==> config.mk <==
export PLATFORM = sky130hd
export DESIGN_NAME = burst_sched_ctrl
export DESIGN_NICKNAME = d
export VERILOG_FILES = /design/src/rtl/burst_sched_ctrl.sv
export SDC_FILE = /design/constraint.sdc
export NUM_CORES = 1
export LEC_CHECK = 0
export BUFFER_PORTS_ARGS = -buffer_cell sky130_fd_sc_hd__buf_2
export CAP_MARGIN = 20
export CORE_MARGIN = 2
export CORE_UTILIZATION = 54
export DETAILED_ROUTE_END_ITERATION = 10
export GPL_TIMING_DRIVEN = 0
export PLACE_DENSITY = 0.76
export SLEW_MARGIN = 20
export SYNTH_ARGS = -nofsm -noshare
export SYNTH_HDL_FRONTEND = slang
export SYNTH_SLANG_ARGS = --single-unit
==> constraint.sdc <==
create_clock -name clk -period 4.77 [get_ports clk]
set_input_delay 0.477 -clock clk [delete_from_list [all_inputs] [get_ports clk]]
set_output_delay 0.477 -clock clk [all_outputs]
set_load 0.01 [all_outputs]
==> src/rtl/burst_sched_ctrl.sv <==
// burst_sched_ctrl: steps the burst divider through a table of burst profiles.
// Define BURST_SCHED_READBACK_EN to add the cfg_rdata and burst_cnt outputs.
module burst_sched_ctrl #(
   parameter int NUM_SLOTS    = 4,
   parameter int DIV_WIDTH    = 10,
   parameter int REP_WIDTH    = 4,
   parameter int PHASE2_WIDTH = 10,
   parameter int CNT_WIDTH    = 8,
   parameter int SETTLE       = 3
) (
   input  logic                         clk,
   input  logic                         reset,
   input  logic                         cfg_we,
   input  logic [$clog2(NUM_SLOTS)-1:0] cfg_addr,
   input  logic [DIV_WIDTH-1:0]         cfg_m1,
   input  logic [PHASE2_WIDTH-1:0]      cfg_m2,
   input  logic [REP_WIDTH-1:0]         cfg_rep,
   input  logic [CNT_WIDTH-1:0]         cfg_bursts,
   input  logic                         start,
   input  logic                         stop,
   input  logic                         loop_en,
   input  logic [$clog2(NUM_SLOTS)-1:0] last_slot,
   input  logic                         phase_status,
   output logic                         div_enable,
   output logic [DIV_WIDTH-1:0]         m1_value,
   output logic [PHASE2_WIDTH-1:0]      m2_value,
   output logic [REP_WIDTH-1:0]         m1_repeat_limit,
   output logic                         busy,
   output logic [$clog2(NUM_SLOTS)-1:0] cur_slot,
   output logic                         done
`ifdef BURST_SCHED_READBACK_EN
   ,
   output logic [DIV_WIDTH+PHASE2_WIDTH+REP_WIDTH+CNT_WIDTH-1:0] cfg_rdata,
   output logic [CNT_WIDTH-1:0]         burst_cnt
`endif
);

   localparam int AW = $clog2(NUM_SLOTS);
   localparam int SW = (SETTLE > 1) ? $clog2(SETTLE) : 1;

   typedef enum logic [1:0] {IDLE, LOAD, RUN} state_t;

   state_t st, st_nxt;

   logic [DIV_WIDTH-1:0]    tbl_m1  [NUM_SLOTS];
   logic [PHASE2_WIDTH-1:0] tbl_m2  [NUM_SLOTS];
   logic [REP_WIDTH-1:0]    tbl_rep [NUM_SLOTS];
   logic [CNT_WIDTH-1:0]    tbl_b   [NUM_SLOTS];

   logic [AW-1:0]        slot_nxt;
   logic [SW-1:0]        settle;
   logic [CNT_WIDTH-1:0] bcnt, bcnt_inc;
   logic                 phase_prev, rise, adv, wrap, done_nxt, load_in;

   always_ff @(posedge clk or posedge reset) begin
      if (reset) begin
         for (int i = 0; i < NUM_SLOTS; i++) begin
            tbl_m1[i]  <= '0;
            tbl_m2[i]  <= '0;
            tbl_rep[i] <= '0;
            tbl_b[i]   <= '0;
         end
      end else if (cfg_we) begin
         tbl_m1[cfg_addr]  <= cfg_m1;
         tbl_m2[cfg_addr]  <= cfg_m2;
         tbl_rep[cfg_addr] <= cfg_rep;
         tbl_b[cfg_addr]   <= cfg_bursts;
      end
   end

   // Burst completion is the rising edge of the divider's silent phase.
   always_comb begin
      st_nxt   = st;
      slot_nxt = cur_slot;
      done_nxt = 1'b0;
      bcnt_inc = bcnt + 1'b1;
      rise     = phase_status & ~phase_prev;
      wrap     = (cur_slot == last_slot);
      adv      = (st == RUN) && rise && (tbl_b[cur_slot] != '0)
                 && (bcnt_inc == tbl_b[cur_slot]);
      unique case (st)
         IDLE: begin
            if (start) begin
               st_nxt   = LOAD;
               slot_nxt = '0;
            end
         end
         LOAD: begin
            if (settle == SW'(SETTLE - 1)) st_nxt = RUN;
         end
         RUN: begin
            if (adv) begin
               if (!wrap) begin
                  st_nxt   = LOAD;
                  slot_nxt = cur_slot + 1'b1;
               end else if (loop_en) begin
                  st_nxt   = LOAD;
                  slot_nxt = '0;
               end else begin
                  st_nxt   = IDLE;
                  done_nxt = 1'b1;
               end
            end
         end
         default: st_nxt = IDLE;
      endcase
      if (stop) begin
         st_nxt   = IDLE;
         slot_nxt = cur_slot;
         done_nxt = 1'b0;
      end
      load_in = (st_nxt == LOAD) && (st != LOAD);
   end

   always_ff @(posedge clk or posedge reset) begin
      if (reset) begin
         st              <= IDLE;
         cur_slot        <= '0;
         settle          <= '0;
         bcnt            <= '0;
         phase_prev      <= 1'b0;
         done            <= 1'b0;
         m1_value        <= '0;
         m2_value        <= '0;
         m1_repeat_limit <= '0;
      end else begin
         st         <= st_nxt;
         cur_slot   <= slot_nxt;
         done       <= done_nxt;
         phase_prev <= phase_status;
         if (load_in) begin
            settle          <= '0;
            bcnt            <= '0;
            m1_value        <= tbl_m1[slot_nxt];
            m2_value        <= tbl_m2[slot_nxt];
            m1_repeat_limit <= tbl_rep[slot_nxt];
         end else begin
            if (st == LOAD) settle <= settle + 1'b1;
            if (st == RUN && rise) bcnt <= bcnt_inc;
         end
      end
   end

   assign div_enable = (st == RUN);
   assign busy       = (st != IDLE);

`ifdef BURST_SCHED_READBACK_EN
   always_ff @(posedge clk or posedge reset) begin
      if (reset) cfg_rdata <= '0;
      else cfg_rdata <= {tbl_b[cfg_addr], tbl_m2[cfg_addr],
                         tbl_rep[cfg_addr], tbl_m1[cfg_addr]};
   end

   assign burst_cnt = bcnt;
`endif

endmodule

==> results.cfg <==
[synthesis]
synth_nets = 651
syn_area_sq_mm = 0.00800
synth_area_per_cell_sq_um = 13.2
synth-main-ff-cell = dfrtp_1
yosys_warnings = 0
ys_types = 61
ys_ff_latch = 168
seq_area_frac_synth = 0.525
synth_edf_count = 0
async_flop_share = 1.00
synth_cells = 606

[critical_path]
worstSetupStartpoint = cur_slot[1]
end_kind = flip-flop
critPathMaxFanout = 10
required_ps = 5110
crit_arrival_ps = 3870
cp-start-kind = flip-flop
critPathKind = reg -> reg
r2r-start = cur_slot[1]

[timing]
max_slew_margin = 0.462
finalMaxSlewViolations = 0
setup_tns_ps = 0
timing.hold.ws_ps = 115
tightest_slew_ps = 805
rsz0062_at_grt = no
clock.fmax_ghz = 0.283
setup_viol = 0
min_period_ps = 3530
final_hold_viol_count = 0
min_period_over_period = 0.740
skew_ps = 11.2

[routing]
post_drt_wl_per_cell_um = 20.6
antenna_left = 0
vias = 5353
drc = 0
drt_iter0_markers = 364
viasPerCell = 5.97
first_pass_iters = 4
drt_wl_total_um = 18500

[floorplan]
die_area_sq_mm = 0.0158
core_area_sq_mm = 0.0145
fp.dieH_um = 126
die_width_um = 126
start_util = 0.553
num_io_pins = 72
rows = 44

[clock_network]
clkSinkCount = 168
htreeDepth = 4
clk_latency_ps = 440
cts_resized = 0
cts_hold_buf = 0
tritoncts = yes
cts_buffer_depth = 2
path_clk_slew_ps = 70
numCtsBuffers = 17
root_buffer = clkbuf_16
post_cts.repair.setup_buffers = 0

[final_layout]
syn_to_final_growth_pct = 16.3
nNetsFinal = 745
fillers = 1060
regArea_sq_mm = 0.00420
multi_input_area_sq_mm = 0.00353
drive_gt1_frac = 0.383
diodes = 0
final_cell_mix = dfrtp_1, mux2_2, buf_2, o21ai_0, a21oi_1
layout_commonest_cell = dfrtp_1

[pwr]
p_per_area_mw_per_mm2 = 498
p_leak_nw = 4.05
irDropWorstVdd_v = 0.000374
p_total_mw = 4.63

[global_route]
overflow = 0
grt_max_degree = 37
grt_use_total = 0.244
grt_pass1_wl_um = 30000
antenna_found_initial = 0
grt_pass1_vias = 5620

[placement]
gp_congestion = 0.887
dp_hpwl_um = 12700
portBuffers = 70

[min_path]
hold_path.class = in -> async

[job]
drv_cap = 0

[run_status]
status = completed
==> path summary, 6_finish.rpt <==
path	endpoint	slack, ps	cells past startpoint
worst max-delay path	m1_repeat_limit[0]	1240	10
worst min-delay path	tbl_b[19]	110	2
worst max register to register	m1_repeat_limit[0]	1240	10
worst min register to register	tbl_m1[30]	500	1
max in group asynchronous	m1_value[5]	3660	5
min in group clk	phase_prev	170	1
==> cell families (layout without fill, tap and decap cells) <==
group / after synthesis / after routing / share of synthesized area
compound gates: 122 / 122 / 0.106
xor+xnor: 18 / 18 / 0.0260
fa+ha+maj: 2 / 2 / 0.00313
buf+inv: 50 / 157 / 0.0338
flops: 168 / 168 / 0.525
mux: 161 / 161 / 0.234
simple gates: 85 / 85 / 0.0715
==> through the flow <==
stage           util  worst slack (ps)  cells  cell area [sq um]
2_1_floorplan      -              1820    606               8000
3_3_place_gp   0.593              1320    860               8580
3_5_place_dp   0.600              1310    865               8690
4_1_cts        0.642              1280    897               9300
5_1_grt        0.642              1070    897               9300
6_report       0.642              1240    897               9300
==> synth_stat cells (all sizes together) (4+ instances only) <==
master	number	share of area
dfrtp	168	0.53
a31oi	26	0.022
a21boi	24	0.023
buf	20	0.020
mux4	8	0.023
nor2	18	0.0094
mux2	128	0.18
nand3	4	0.0025
or3b	24	0.026
clkbuf	22	0.010
nand2b	4	0.0031
xnor2	5	0.0064
xor2	10	0.011
nand2	9	0.0042
mux2i	25	0.031
a21oi	26	0.016
o21ai	28	0.018
inv	7	0.0033
==> area by class of cell <==
type	count	area share
flip-flops and latches	168	0.452
repair buffers	75	0.0492
well taps	184	0.0247
inverters	8	0.00377
multi-input cells	388	0.379
plain buffers	42	0.0257
clock buffers	17	0.0457
clock inverters	15	0.0199
==> worst max-delay path, cell delays in order (launching register included) <==
cell,delay [ps]
dfrtp_1,510
buf_2,310
mux4_2,400
xnor2_2,190
nor4_4,370
o22ai_4,140
o32ai_4,470
clkbuf_1,450
a21oi_1,150
a31oi_1,180
a21boi_1,250
==> registers in the layout, indices dropped and copies added, names as in the netlist <==
signal	count
tbl_b	32
done	1
m2_value	10
m1_repeat_limit	4
cur_slot	2
m1_value	10
settle	2
phase_prev	1
bcnt	8
tbl_m1	40
tbl_rep	16
st	2
tbl_m2	40
==> metal layers <==
layer  share of wire  wire [um]  global-route usage
met1            0.44       8110               0.323
met3           0.036        674              0.0425
met2            0.51       9360               0.412
met4           0.018        337              0.0810
met5               0          0                   0
==> report_power, final <==
group          switching (mW)  internal [mW]  leakage, nW
clock network           0.616          0.794        0.295
registers               0.191           1.75         1.99
logic                   0.663          0.618         1.76
total                    1.47           3.16         4.05
No activity file was read; power rests on OpenSTA's default activity.
